[src/rtl/id_ex_stage.sv]
// id_ex_stage: ID/EX pipeline register with load-use hazard detection, flush-to-bubble conversion
// and an optional bubble counter enabled by ID_EX_PERF_CNT_EN.
module id_ex_stage #(
  parameter int XLEN      = 32,
  parameter int REGADDR_W = 5,
  parameter int CNT_W     = 32
) (
  input  logic                 clk,
  input  logic                 reset,
  input  logic                 regwrite_d,
  input  logic [1:0]           resultsrc_d,
  input  logic                 memwrite_d,
  input  logic                 jump_d,
  input  logic                 branch_d,
  input  logic [2:0]           alucontrol_d,
  input  logic                 alusrc_d,
  input  logic [XLEN-1:0]      rd1_d,
  input  logic [XLEN-1:0]      rd2_d,
  input  logic [XLEN-1:0]      pc_d,
  input  logic [XLEN-1:0]      pcplus4_d,
  input  logic [XLEN-1:0]      immext_d,
  input  logic [REGADDR_W-1:0] rs1_d,
  input  logic [REGADDR_W-1:0] rs2_d,
  input  logic [REGADDR_W-1:0] rd_d,
  input  logic                 pcsrc_e,
  output logic                 regwrite_e,
  output logic [1:0]           resultsrc_e,
  output logic                 memwrite_e,
  output logic                 jump_e,
  output logic                 branch_e,
  output logic [2:0]           alucontrol_e,
  output logic                 alusrc_e,
  output logic [XLEN-1:0]      rd1_e,
  output logic [XLEN-1:0]      rd2_e,
  output logic [XLEN-1:0]      pc_e,
  output logic [XLEN-1:0]      pcplus4_e,
  output logic [XLEN-1:0]      immext_e,
  output logic [REGADDR_W-1:0] rs1_e,
  output logic [REGADDR_W-1:0] rs2_e,
  output logic [REGADDR_W-1:0] rd_e,
  output logic                 valid_e,
  output logic                 stall_f,
  output logic                 stall_d,
  output logic                 flush_d,
  output logic                 flush_e,
  output logic [CNT_W-1:0]     bubbles_o
);
  typedef struct packed {
    logic                 regwrite;
    logic [1:0]           resultsrc;
    logic                 memwrite;
    logic                 jump;
    logic                 branch;
    logic [2:0]           alucontrol;
    logic                 alusrc;
    logic [XLEN-1:0]      rd1;
    logic [XLEN-1:0]      rd2;
    logic [XLEN-1:0]      pc;
    logic [XLEN-1:0]      pcplus4;
    logic [XLEN-1:0]      immext;
    logic [REGADDR_W-1:0] rs1;
    logic [REGADDR_W-1:0] rs2;
    logic [REGADDR_W-1:0] rd;
    logic                 valid;
  } ex_t;
  ex_t ex_d, ex_q;
  logic lwstall;
  // A bubble is all-zero, so it can never look like a load and never stalls.
  assign lwstall = ex_q.valid && ex_q.resultsrc == 2'b01 && ex_q.rd != '0 &&
                   (ex_q.rd == rs1_d || ex_q.rd == rs2_d);
  assign stall_f = lwstall;
  assign stall_d = lwstall;
  assign flush_d = pcsrc_e;
  assign flush_e = lwstall | pcsrc_e;
  always_comb begin
    ex_d = flush_e ? '0 : ex_t'{regwrite: regwrite_d, resultsrc: resultsrc_d, memwrite: memwrite_d,
                                jump: jump_d, branch: branch_d, alucontrol: alucontrol_d,
                                alusrc: alusrc_d, rd1: rd1_d, rd2: rd2_d, pc: pc_d,
                                pcplus4: pcplus4_d, immext: immext_d, rs1: rs1_d, rs2: rs2_d,
                                rd: rd_d, valid: 1'b1};
  end
  always_ff @(posedge clk or posedge reset) begin
    if (reset) ex_q <= '0;
    else ex_q <= ex_d;
  end
  assign regwrite_e   = ex_q.regwrite;
  assign resultsrc_e  = ex_q.resultsrc;
  assign memwrite_e   = ex_q.memwrite;
  assign jump_e       = ex_q.jump;
  assign branch_e     = ex_q.branch;
  assign alucontrol_e = ex_q.alucontrol;
  assign alusrc_e     = ex_q.alusrc;
  assign rd1_e        = ex_q.rd1;
  assign rd2_e        = ex_q.rd2;
  assign pc_e         = ex_q.pc;
  assign pcplus4_e    = ex_q.pcplus4;
  assign immext_e     = ex_q.immext;
  assign rs1_e        = ex_q.rs1;
  assign rs2_e        = ex_q.rs2;
  assign rd_e         = ex_q.rd;
  assign valid_e      = ex_q.valid;
`ifdef ID_EX_PERF_CNT_EN
  logic [CNT_W-1:0] bubbles_d, bubbles_q;
  always_comb bubbles_d = bubbles_q + CNT_W'(flush_e);
  always_ff @(posedge clk or posedge reset) begin
    if (reset) bubbles_q <= '0;
    else bubbles_q <= bubbles_d;
  end
  assign bubbles_o = bubbles_q;
`else
  assign bubbles_o = '0;
`endif
endmodule
[config.mk]
export PLATFORM = sky130hd
export DESIGN_NAME = id_ex_stage
export DESIGN_NICKNAME = d
export VERILOG_FILES = /design/src/rtl/id_ex_stage.sv
export SDC_FILE = /design/constraint.sdc
export NUM_CORES = 1
export LEC_CHECK = 0
export CAP_MARGIN = 20
export CORE_AREA = 4 4 158 160
export DETAILED_ROUTE_END_ITERATION = 8
export DIE_AREA = 0 0 162 164
export PLACE_DENSITY_LB_ADDON = 0.25
export SKIP_LAST_GASP = 1
export SYNTH_ARGS = -nofsm -noshare
export SYNTH_HDL_FRONTEND = slang
export SYNTH_SLANG_ARGS = --single-unit
[constraint.sdc]
create_clock -name clk -period 13.5 [get_ports clk]
set_clock_uncertainty 0.15 [all_clocks]
set_input_delay 1.35 -clock clk [delete_from_list [all_inputs] [get_ports clk]]
set_output_delay 1.35 -clock clk [all_outputs]
set_load 0.01 [all_outputs]
==> out/metrics.cfg <==
[run]
cap_violations=0

[clock_network]
clockBufferDepth=2
hold_buffers=0
cts_tree=done
root_buffer=clkbuf_16
clkSinkCount=186
post_cts_buffers=0
clk_latency_ns=0.42
h-tree-depth=4
path_clk_slew_ns=0.08
cts-buffers-inserted=17
postCtsResizedCells=0

[die]
die-width_um=162
start_util=0.321
core-area_um2=23400
die_area_um2=26600
die_h_um=164
io_pins=410
num_rows=56

[drt]
ant_nets=0
drt-vias-per-instance=4.42
post_drt_wl_per_cell_um=17.9
initialDrtViolationCount=322
firstDrtPassIters=4
vias=5956
drc=0
drt_wl_total_um=24100

[placement]
portBuffers=377
pre_cts_ws_ns=8.22
gp_congestion=0.795
dp_hpwl_um=16600
dp_cells=1313

[critical_path]
critPathKind=in2out
cp_data_arrival_time_ns=3.14
worstPathMaxFanout=3
cp-start-kind=input port
critPathCaptureType=output port
crit_required_ns=12.00

[pwr]
pwr-share-comb=0.172
switching_share=0.260
internal-power_mw=0.957
p_leak_nw=5.13
switchingPower_mw=0.336
irDropWorstVdd_uv=76.4
p_seq_frac=0.460
clkPwrFrac=0.369
power.density_nw_per_um2=109
p_total_mw=1.29

[layout]
stdcell_count=1348
areaGrowthSynthToFinish_pct=58.6
fin_nets=1203
nFillCells=2181
drive_gt1_frac=0.0418

[logic_synthesis]
synthArstFlopShare=1.00
ys_types=18
yosys-top-cells-area=dfrtp_1 (62%), nand2b_1 (15%), a21oi_1 (12%), buf_4 (3.7%), clkbuf_1 (1.6%)
synth_area_um2=7510
ys_warn_count=0
synth_top_area_frac=0.620
ys_top_cells_by_count=a21oi_1 (186), dfrtp_1 (186), nand2b_1 (185)
yosysTopAreaCell=dfrtp_1
avgSynthCellArea_um2=11.1
synth_flop_cell=dfrtp_1
synth_edf_count=0
ys_ff_latch=186
ys_seq_area_frac=0.620
synthCells=674

[sta]
finalCritPeriodShare=0.343
fin_ws_ns=8.86
finalHoldViolations=0
setup_violations=0
tightest_slew_ns=1.02
grt_setup_unrepaired=false
finalMaxSlewViolations=0
tns_ns=0
fmax_ghz=0.216
relSlewSlack=0.319
period_needed_ns=4.64

[global_routing]
grt_start_max_net_pins=178
grt_pass1_vias=6041
grt-ovfl-total=0
grt_usage=0.175
grt_pass1_wl_um=36000
antenna_found_initial=1

[run_status]
status=finished, final reports clean

[min_path]
hold_path_class=reg2reg

[power groups by stage]
stage          Clock (mW)  Combinational, mW  Sequential [mW]
6_report            0.477              0.222            0.595
5_1_grt             0.516              0.239            0.598
4_1_cts             0.492              0.224            0.595
3_5_place_dp            0              0.223            0.606
3_3_place_gp            0              0.221            0.605
2_1_floorplan           0             0.0780            0.621
[worst paths after layout]
kind,from,end,slack [ns],cells after the start
min in group asynchronous,reset,rd1_e[15],1.28,2
worst max-delay path,rs1_d[0],stall_f,8.86,6
worst min register to register,resultsrc_e[1],rd1_e[30],0.51,2
worst min-delay path,resultsrc_e[1],rd1_e[30],0.51,2
max in group asynchronous,reset,immext_e[7],10.84,4
worst max register to register,rd_e[0],pcplus4_e[29],10.43,8
[layer usage]
layer	track usage	up-vias	wire length [µm]	share of wire
li1	-	2796	-	-
met1	0.208	2891	9450	0.39
met2	0.309	242	12500	0.52
met3	0.0504	25	1750	0.073
met4	0.0531	2	437	0.018
met5	0	-	13	0.00054
[cells in the final DEF (no fill, tap or decap), drive strengths merged, types with 2 or more instances in the layout]
cell / count
clkdlybuf4s50: 376
a21oi: 186
dfrtp: 186
nand2b: 185
conb: 32
clkbuf: 20
xnor2: 10
buf: 9
inv: 8
clkinvlp: 4
nand2: 3
nand3: 2
[flip-flops by register name (all words and copies together), names as in the netlist, 2 cells and up]
signal	cells
alucontrol_e	3
pcplus4_e	32
pc_e	32
rd_e	5
rs2_e	5
resultsrc_e	2
rd1_e	32
rs1_e	5
rd2_e	32
immext_e	32
[critical path, stage by stage]
cell,delay (ns)
clkdlybuf4s50_1,0.50
xnor2_1,0.13
nand3_1,0.15
o22ai_4,0.27
and2_1,0.18
clkdlybuf4s50_1,0.54
[per-stage QoR]
stage	utilization	hold slack [ns]	cell area, µm²
finish	0.509	0.509	11900
global route	0.509	0.539	11900
CTS	0.506	0.523	11900
detailed placement	0.483	0.519	11300
global placement	0.482	0.514	11300
floorplan	-	0.655	7620
[layout make-up]
| type | count | area, µm² | share of cell area |
|---|---|---|---|
| diodes | 1 | 2.50 | 0.000210 |
| clock buffers | 20 | 447 | 0.0375 |
| clock inverters | 12 | 108 | 0.00904 |
| inverters | 1 | 11.3 | 0.000946 |
| multi-input cells | 424 | 2380 | 0.200 |
| flip-flops and latches | 186 | 4650 | 0.391 |
| well taps | 319 | 399 | 0.0335 |
| repair buffers | 385 | 3900 | 0.327 |
[cell families (layout without fill, tap and decap cells)]
logic type | count (synthesis) | in the layout | share of synthesized area
buf+inv | 95 | 418 | 0.0787
simple gates | 193 | 193 | 0.160
flops | 186 | 186 | 0.620
compound gates | 189 | 189 | 0.129
other cells | 1 | 33 | 0.000500
xor+xnor | 10 | 10 | 0.0117
No activity file was read; power rests on OpenSTA's default activity.
==> RTL edit: new RTL, config.mk and constraints unchanged <==
Set the parameter `CNT_W` to 48 (it was 32).
--- a/src/rtl/id_ex_stage.sv
+++ b/src/rtl/id_ex_stage.sv
@@ -3,7 +3,7 @@
 module id_ex_stage #(
   parameter int XLEN      = 32,
   parameter int REGADDR_W = 5,
-  parameter int CNT_W     = 32
+  parameter int CNT_W     = 48
 ) (
   input  logic                 clk,
   input  logic                 reset,
Interface: changed (resized bubbles_o); port bits go from 410 to 426. The function was not compared with the original's and may differ.
==> RTL edit against the original RTL <==
  * Area after synthesis grew 1.6%
  * Design area is 0.15% higher
  * Sequential cell count unchanged
  * Synthesized cell count rose by 2.4%
  * Maximum frequency decreased by 4.7%
  * Worst setup slack worse by 0.23 ns
  * Power grew 0.83%
  * Worst hold slack improved by 0.31 ns
  * Sequential power hardly changed
  * Die area unchanged
  * Count of clock-buffer cells in the layout is the same
  * Routed wire length about the same
  * Clock power grew 3%
  * Critical path type unchanged
  * Highest routed layer unchanged
==> RTL edit: results (changes against the original RTL) <==
Logic synthesis
  • Compound-cell area share of the yosys netlist: 12.73% (-0.20 points)
  • Sequential share of the synthesized area: 61.03% (-0.98 points)
  • Synth Area in Adders: 0% (unchanged)
  • Synth top area cells: dfrtp_1 61%, nand2b_1 15%, a21oi_1 12%, buf_4 5.2%, clkbuf_1 1.5%
  • Main synth FF type: dfrtp_1
  • Synth Area in XOR/XNOR: 1.148% (-0.018 points)
  • Cells after Synth: 690 (+2.4%)
  • Commonest cells in the synthesized netlist: 186 x a21oi_1, 186 x dfrtp_1, 185 x nand2b_1

Global route
  • GR Util All Layers: 17.48% (-0.039 points)
  • Grt met3 use: 5.295% (+0.25 points)
  • Largest net degree at the start of global routing: 177 (-0.56%)
  • Global routing usage on met1: 19.39% (-1.4 points)
  • Vias in the first global route: 6119 (+1.3%)
  • Antenna violations before repair: 2 (+1)
  • Grt met2 use: 31.20% (+0.27 points)

Route
  • DRT Wirelength: 24120 µm (about the same)
  • Met3 WL: 1901 µm (+8.7%)
  • Vias per cell: 4.401 (-0.40%)
  • DRT iter0 DRCs: 498 (+55%)
  • Post-Route M1 WL: 8862 µm (-6.2%)
  • Drt first pass iters: 5 (+1)

Critical path
  • Cell at the slowest stage of the critical path: buf_4
  • R2R Path End: rd2_e[30]$_DFF_PP0_
  • Crit path max fanout: 100 (+97)
  • Worst R2R Start: rd_e[1]$_DFF_PP0_
  • Reg2Reg Setup Slack: 10.77 ns (+0.34 ns)
  • Max incr delay on CP: 0.69 ns (+0.15 ns)

Placed design
  • DP Area: 11340 µm² (+0.35%)
  • Post-DP HPWL: 16820 µm (+1.5%)
  • Placed cell count: 1329 (+1.2%)
  • GPL Wtd Cong: 0.8020 (+0.92%)
  • Pre-CTS setup slack: 8.604 ns (+0.3830 ns)

Power and ir drop
  • Sw Pwr: 0.3412 mW (+1.5%)
  • Leak Pwr: 5.182 nW (+0.99%)
  • Peak supply drop: 66.26 µV (-13%)

Cells and area
  • Final non-filler cell total: 1362 (+1.0%)
  • FILL cells: 2158 (-1.1%)
  • Nets: 1217 (+1.2%)

Min path
  • Min-delay src: resultsrc_e[1]$_DFF_PP0_
  • Hold Path Depth: 3 (+1)
  • Worst hold path class: flop to flop

Timing
  • Final Hold Slack: 0.8208 ns (+0.3117 ns)
  • Worst Tran Pin Value: 0.9294 ns (-0.09221 ns)

Outcome
  • Status: completed
RTL edit: worst max path at each step:
stage | from | endpoint | slack, ns | depth (start not counted)
floorplan | reset | alucontrol_e[0]$_DFF_PP0_ | 6.94 | 1
global placement | pcsrc_e | flush_e | 8.60 | 4
detailed placement | pcsrc_e | flush_e | 8.60 | 4
CTS | pcsrc_e | flush_e | 8.62 | 4
global route | pcsrc_e | flush_e | 8.44 | 4
finish | pcsrc_e | flush_e | 8.64 | 4
RTL edit: final cells by class:
| class | instances | area [µm²] | share of cell area (%) |
|---|---|---|---|
| multi-input cells | 440 | 2445 | 20.51 |
| clock buffers | 20 | 456.7 | 3.831 |
| well taps | 319 | 399.1 | 3.348 |
| repair buffers | 383 | 3829 | 32.12 |
| flip-flops and latches | 186 | 4654 | 39.05 |
| diodes | 1 | 2.502 | 0.02099 |
| inverters | 1 | 11.26 | 0.09447 |
| clock inverters | 12 | 122.6 | 1.029 |
RTL edit: cells by family (layout without fill, tap and decap cells):
family / after synthesis / after routing
compound gates: 189 / 189
xor+xnor: 10 / 10
buf+inv: 111 / 416
flops: 186 / 186
other cells: 1 / 49
simple gates: 193 / 193
RTL edit: worst reg2reg max path: stages (launching register included):
cell and delay [ns]:
dfrtp_1 0.52, nor3_2 0.11, a211oi_4 0.26, buf_4 0.56, buf_4 0.77, a21oi_1 0.21
RTL edit: power by group through the flow:
stage | Clock [mW] | Combinational, mW | Sequential, mW
3_3_place_gp | 0 | 0.222 | 0.605
5_1_grt | 0.531 | 0.238 | 0.598
3_5_place_dp | 0 | 0.223 | 0.606
4_1_cts | 0.508 | 0.224 | 0.595
2_1_floorplan | 0 | 0.0834 | 0.621
6_report | 0.489 | 0.220 | 0.595
